`config.mk`:
```
export PLATFORM = sky130hd
export DESIGN_NAME = bit_serializer
export DESIGN_NICKNAME = d
export VERILOG_FILES = /design/src/rtl/bit_serializer.sv
export SDC_FILE = /design/constraint.sdc
export NUM_CORES = 1
export LEC_CHECK = 0
export ABC_CLOCK_PERIOD_IN_PS = 1950
export BUFFER_PORTS_ARGS = -buffer_cell sky130_fd_sc_hd__buf_4
export CAP_MARGIN = 20
export CORE_MARGIN = 4
export CORE_UTILIZATION = 54
export CTS_CLUSTER_SIZE = 40
export DETAILED_ROUTE_END_ITERATION = 8
export GPL_TIMING_DRIVEN = 0
export HOLD_SLACK_MARGIN = 0.1
export PLACE_DENSITY = 0.78
export SYNTH_ARGS = -nofsm -noshare
export SYNTH_HDL_FRONTEND = slang
export SYNTH_SLANG_ARGS = --single-unit
```
`constraint.sdc`:
```
create_clock -name clk -period 1.95 [get_ports clk]
set_input_delay 0.39 -clock clk [delete_from_list [all_inputs] [get_ports clk]]
set_output_delay 0.39 -clock clk [all_outputs]
set_load 0.05 [all_outputs]
```
`src/rtl/bit_serializer.sv`:
```
// Parallel-to-serial stage with a one-word holding buffer and a valid/ready intake.
// Words go out on x one bit per clk, MSB- or LSB-first, with optional idle gaps.
module bit_serializer #(
    parameter int unsigned WIDTH     = 8,
    parameter bit          MSB_FIRST = 1'b1,
    parameter bit          IDLE_BIT  = 1'b0,
    parameter int unsigned GAP       = 0
) (
    input  logic             clk,
    input  logic             clr_n,
    input  logic [WIDTH-1:0] din,
    input  logic             din_valid,
    output logic             din_ready,
    output logic             x,
    output logic             x_valid,
    output logic             word_done,
    output logic             busy
);

    localparam int unsigned    CW        = (WIDTH > 2) ? $clog2(WIDTH) : 1;
    localparam logic [CW-1:0]  CNT_LOAD  = CW'(WIDTH - 1);
    localparam logic [7:0]     GCNT_LOAD = (GAP > 0) ? 8'(GAP - 1) : 8'd0;

    typedef enum logic [1:0] {
        ST_IDLE,
        ST_SHIFT,
        ST_GAP
    } state_t;

    state_t           r_state;
    state_t           w_state_nxt;
    logic [WIDTH-1:0] r_hbuf;
    logic             r_hfull;
    logic             w_hfull_nxt;
    logic [WIDTH-1:0] r_sreg;
    logic [WIDTH-1:0] w_sreg_nxt;
    logic [CW-1:0]    r_cnt;
    logic [CW-1:0]    w_cnt_nxt;
    logic [7:0]       r_gcnt;
    logic [7:0]       w_gcnt_nxt;
    logic             r_x;
    logic             w_x_nxt;
    logic             r_x_valid;
    logic             w_x_valid_nxt;
    logic             r_word_done;
    logic             w_word_done_nxt;
    logic             w_accept;
    logic             w_load;
    logic             w_first_bit;
    logic             w_next_bit;
    logic [WIDTH-1:0] w_hbuf_shifted;
    logic [WIDTH-1:0] w_sreg_shifted;

    // sreg always holds the not-yet-sent bits aligned so the next bit sits at the send end
    assign w_first_bit    = MSB_FIRST ? r_hbuf[WIDTH-1] : r_hbuf[0];
    assign w_next_bit     = MSB_FIRST ? r_sreg[WIDTH-1] : r_sreg[0];
    assign w_hbuf_shifted = MSB_FIRST ? (r_hbuf << 1) : (r_hbuf >> 1);
    assign w_sreg_shifted = MSB_FIRST ? (r_sreg << 1) : (r_sreg >> 1);

    assign w_accept = din_valid & ~r_hfull;

    always_comb begin
        w_state_nxt     = r_state;
        w_sreg_nxt      = r_sreg;
        w_cnt_nxt       = r_cnt;
        w_gcnt_nxt      = r_gcnt;
        w_x_nxt         = r_x;
        w_x_valid_nxt   = r_x_valid;
        w_word_done_nxt = 1'b0;
        w_load          = 1'b0;

        case (r_state)
            ST_IDLE: begin
                if (r_hfull) begin
                    w_load = 1'b1;
                end else begin
                    w_x_nxt       = IDLE_BIT;
                    w_x_valid_nxt = 1'b0;
                end
            end
            ST_SHIFT: begin
                if (r_cnt != '0) begin
                    w_x_nxt         = w_next_bit;
                    w_sreg_nxt      = w_sreg_shifted;
                    w_cnt_nxt       = r_cnt - CW'(1);
                    w_word_done_nxt = (r_cnt == CW'(1));
                end else if (GAP > 0) begin
                    w_x_nxt       = IDLE_BIT;
                    w_x_valid_nxt = 1'b0;
                    w_gcnt_nxt    = GCNT_LOAD;
                    w_state_nxt   = ST_GAP;
                end else if (r_hfull) begin
                    w_load = 1'b1;
                end else begin
                    w_x_nxt       = IDLE_BIT;
                    w_x_valid_nxt = 1'b0;
                    w_state_nxt   = ST_IDLE;
                end
            end
            ST_GAP: begin
                if (r_gcnt != 8'd0) begin
                    w_gcnt_nxt = r_gcnt - 8'd1;
                end else if (r_hfull) begin
                    w_load = 1'b1;
                end else begin
                    w_x_nxt       = IDLE_BIT;
                    w_x_valid_nxt = 1'b0;
                    w_state_nxt   = ST_IDLE;
                end
            end
            default: begin
                w_x_nxt       = IDLE_BIT;
                w_x_valid_nxt = 1'b0;
                w_state_nxt   = ST_IDLE;
            end
        endcase

        if (w_load) begin
            w_sreg_nxt    = w_hbuf_shifted;
            w_x_nxt       = w_first_bit;
            w_x_valid_nxt = 1'b1;
            w_cnt_nxt     = CNT_LOAD;
            w_state_nxt   = ST_SHIFT;
        end

        // accept needs an empty buffer, so it never collides with a load
        if (w_load) begin
            w_hfull_nxt = 1'b0;
        end else if (w_accept) begin
            w_hfull_nxt = 1'b1;
        end else begin
            w_hfull_nxt = r_hfull;
        end
    end

    always_ff @(posedge clk or negedge clr_n) begin
        if (!clr_n) begin
            r_state     <= ST_IDLE;
            r_hbuf      <= '0;
            r_hfull     <= 1'b0;
            r_sreg      <= '0;
            r_cnt       <= '0;
            r_gcnt      <= 8'd0;
            r_x         <= IDLE_BIT;
            r_x_valid   <= 1'b0;
            r_word_done <= 1'b0;
        end else begin
            r_state     <= w_state_nxt;
            r_hfull     <= w_hfull_nxt;
            r_sreg      <= w_sreg_nxt;
            r_cnt       <= w_cnt_nxt;
            r_gcnt      <= w_gcnt_nxt;
            r_x         <= w_x_nxt;
            r_x_valid   <= w_x_valid_nxt;
            r_word_done <= w_word_done_nxt;
            if (w_accept) begin
                r_hbuf <= din;
            end
        end
    end

    assign din_ready = ~r_hfull;
    assign x         = r_x;
    assign x_valid   = r_x_valid;
    assign word_done = r_word_done;
    assign busy      = (r_state != ST_IDLE) | r_hfull;

endmodule

```
* After elaboration in Yosys (flattened, before gate mapping)
Index checks and enable logic that the tools add are counted.
Storage, ports and cells: flip-flop bits (word level) 33, input bits 11, logic and storage cells 60
Cells by class: reduce and logical (&&, ||, !) cells 11, bitwise gates (word level) 3, mux-type cells 29, add/sub/neg operators 2, eq/ne operators 6
Operators by type and width (number):
- $mux W8 | 3
- $mux W1 | 15
- $mux W3 | 3
- $pmux W1 S3 | 3
- $mux W2 | 4
- $reduce_bool A2 Y1 | 4
- $reduce_bool A8 Y1 | 1
- $sub A8 B1 Y8 const B | 1
- $ne A3 B3 Y1 const B | 2
- $pmux W2 S3 | 1
- $reduce_and A2 Y1 | 3
- $eq A3 B1 Y1 const B | 1
- $reduce_and A3 Y1 | 1
- $reduce_bool A3 Y1 | 1
- $sub A3 B1 Y3 const B | 1
- $eq A2 B1 Y1 const B | 1
- $eq A2 B2 Y1 const B | 1
- $logic_not A2 Y1 | 1
- $ne A2 B2 Y1 const B | 1
- $and A1 B1 Y1 | 1
- $not A1 Y1 | 1
- $or A1 B1 Y1 | 1

* Depth between registers and ports, before layout
word-level depth 5, gate-level depth with buffers 6, gate-level depth less buffers 5

* Worst setup path before layout
Ideal clock, no wire load.
path kind reg-to-output, from register r_hfull, to output busy, arrival time 1.061 ns, setup slack 0.499 ns, data required time 1.560 ns, stages on the path, launching flop included 4, cell sequence dfrtp_1 -> buf_6 -> buf_2 -> or2_2
Between the ends: longest elaborated chain between the ends 1
Ends and longest elaborated chain:
- start: declaration | line 33 | logic r_hfull;
- start signal: assignment | line 149 | r_hfull <= w_hfull_nxt;
- $or A1 B1 Y1 | line 166 | assign busy = (r_state != ST_IDLE) | r_hfull;
- end: declaration | line 17 | output logic busy
Every way passes these cells.

* Final worst setup path
Same ends and word-level chain as after synthesis.

==> summary.txt <==
Setup path
  • Arrival time at the worst endpoint: 1.34 ns
  • Crit path max-delay cell type: dfrtp_1
  • Crit-path max FO: 18
  • Reg-to-reg slack, setup: 0.34 ns
  • Kind of critical path: flip-flop to output port
  • Top delay family on crit path: flip-flops
  • Critical Path Max Stage Delay: 0.39 ns
  • CP cell instances: buf_6 -> or2_2 -> buf_4
  • R2r worst-path depth: 6
  • Worst setup SP type: flip-flop
  • RR Endpoint: r_sreg[7]
  • Bufs and invs on worst path: 2
  • Req. time, crit path: 1.56 ns
  • CP endpoint kind: output port
  • RR Startpoint: r_cnt[0]

Drt
  • Initial drt markers: 1
  • Detailed Routing Iterations Pass 1: 4
  • Post-DR wirelength/cell: 13.2 um
  • Total Wirelength: 1600 um
  • DRC violation count after routing: 0
  • Vias post-DR: 608
  • DR vias/cell: 5.02
  • Antenna-violating nets left: 0

Floorplanning
  • Rows: 15
  • Die height: 52.2 um
  • Starting Density: 0.592
  • Die X: 52.2 um
  • DIE AREA: 2730 um2
  • Core box area: 1780 um2
  • I/O pin cnt: 16

Clock network
  • Clock buffer depth: 2
  • CTS H-tree lvls: 1
  • Clock latency on the worst-skew pair: 0.30 ns
  • Clk sinks: 23
  • CTS tree: yes
  • Reg clk slew, reported paths: 0.12 ns
  • Total CTS buffers: 3
  • Postcts setup bufs: 0
  • Post_cts resized: 0
  • CTS root buffer: clkbuf_4

GRT
  • Total track usage: 0.144
  • Total congestion overflow: 0
  • Vias in the first global route: 630
  • Global-route wire length before repair: 2830 um
  • Initial antenna violation count: 0
  • Maximum number of pins on one net before global-route repair: 24

Layout
  • Area growth syn-to-layout: 16.7%
  • Layout cell share with drive strength beyond 1: 0.448
  • Layout filler cell count: 133
  • Multi-input gate area: 427 um2
  • Non-Filler Instances: 121
  • Diode count: 0
  • # nets final: 111
  • Register area: 576 um2
  • Cell area after layout: 1230 um2

Power
  • Power Dens Cells: 1630 nW/um2
  • LEAKAGE: 0.582 nW
  • Maximum VDD drop: 1050 uV

Timing
  • Final Critical Period: 1.73 ns
  • Final setup margin: 0.225 ns
  • Clock Skew: 0.00565 ns
  • RSZ-0062 raised after global routing: false
  • Tcrit/Tclk final: 0.885
  • Sum Neg Setup Slack: 0 ns
  • Least-Margin Pin Slew: 0.284 ns
  • Max Clk Rate: 580 MHz
  • Final hold vios: 0
  • Setup violations, final: 0
  • Max-slew violation count: 0
  • Max_slew headroom: 0.811

Synthesis
  • Post-synthesis sequential area ratio: 0.545
  • Post-synth cell types: 21
  • Syn_nets: 91
  • Count leader, synth: dfrtp_1
  • Most frequent cells after synthesis: dfrtp_1 (23), mux2_2 (15), inv_1 (5), mux2_4 (4), nand2_1 (4)
  • Post-synth EDFFs: 0
  • Yosys top cell area share: 0.545
  • Top_reg_cell synth: dfrtp_1
  • Post-synth top area cell: dfrtp_1
  • Syn_area_per_cell: 13.7 um2
  • Top post-synthesis cells by area: dfrtp_1 (55%), mux2_2 (16%), mux2_4 (5.7%)
  • Synth Register Bits: 23
  • Cell Area, Synth: 1060 um2
  • Cell count after synthesis: 77
  • Async SR Flop Fraction: 1.00
  • Ys Warns: 0

Place
  • Placed cell count: 117
  • Dpl ws: 0.359 ns
  • HPWL after DPL: 1130 um
  • Placer congestion estimate: 0.701
  • Dpl cell area: 1200 um2
  • PortBufs: 15

Job
  • Maxcap violations: 0

Hold path
  • Worst Hold Class: primary input to flip-flop
  • Critical hold path startpoint: din[6]
  • Min-Delay Path Depth: 2
  • Hold Path Sink: r_hbuf[6]

Outcome
  • Outcome: completed
## cell usage in the layout (no fill, tap or decap)
cell           instances
dfrtp_1               23
buf_4                 16
mux2_2                15
inv_1                  5
nand2_1                4
mux2_4                 4
mux2i_1                3
nor2_1                 3
ha_1                   3
clkbuf_4               3
buf_6                  2
nor2b_1                2
o21ai_0                2
mux2_1                 2
or2_2                  1
o21ai_4                1
nor3b_1                1
a21oi_1                1
o32a_1                 1
and2_1                 1
o21bai_1               1
clkinv_2               1
dlygate4sd3_1          1
## how the worst max path moves through the flow
stage                           end     start  cells past startpoint
final                          busy   r_hfull                      3
after global routing           busy   r_hfull                      3
after CTS                      busy   r_hfull                      4
after detailed placement  r_sreg[7]  r_cnt[0]                      6
after global placement    r_sreg[7]  r_cnt[0]                      6
after floorplan                busy   r_hfull                      3
## flip-flops by register name, summed over array words and instances, names as in the netlist
name / count
word_done: 1
r_sreg: 7
r_hfull: 1
r_state: 1
r_hbuf: 8
x_valid: 1
x: 1
r_cnt: 3
## layer usage
metal  track usage  routed length [um]  vias up
met1         0.199                 760      291
met3        0.0342                  99        2
met4        0.0511                  15        0
met5             0                   0        -
met2         0.222                 721       15
li1              -                   -      300
## worst register-to-register path, delay by kind of cell, from the launching register on
| family | cells | cell delay (ns) |
|---|---|---|
| muxes | 1 | 0.31 |
| DFF | 1 | 0.43 |
| AOI/OAI and AO/OA | 1 | 0.23 |
| adders and majority gates | 1 | 0.19 |
| buffers and inverters | 3 | 0.37 |
## power breakdown
part / internal [W] / leakage, nW / switching (W)
sequential: 0.000690 / 0.278 / 0.000123
combinational: 0.000508 / 0.286 / 0.000484
clock: 0.0000764 / 0.0177 / 0.000133
total: 0.00127 / 0.582 / 0.000740
## timing repair
action,in CTS,in global routing
hold endpoints to repair,23,0
hold buffers,1,0
endpoints found under the setup margin,0,1
## logic make-up after synthesis
group | Yosys count | share of synthesized area
AO/OA/AOI/OAI | 6 | 0.0462
adder cells (fa/ha/maj) | 3 | 0.0355
AND/OR/NAND/NOR | 12 | 0.0557
multiplexers | 24 | 0.267
flip-flops | 23 | 0.545
buffers and inverters | 9 | 0.0509
## stage by stage
step | hold slack, ns | power, W | utilization
after detailed placement | 0.295 | 0.00183 | 0.673
after global placement | 0.298 | 0.00180 | 0.673
final | 0.308 | 0.00201 | 0.691
after global routing | 0.296 | 0.00218 | 0.691
after floorplan | 0.0944 | 0.00161 | -
after CTS | 0.302 | 0.00205 | 0.694
## layout make-up
cell class,count,area share
clock buffers,3,0.0183
multi-input cells,45,0.346
clock inverters,1,0.00406
inverters,5,0.0152
repair buffers,16,0.0995
well taps,25,0.0254
flip-flops and latches,23,0.467
plain buffers,3,0.0244
Note: power is estimated with default switching activity, not from simulation.
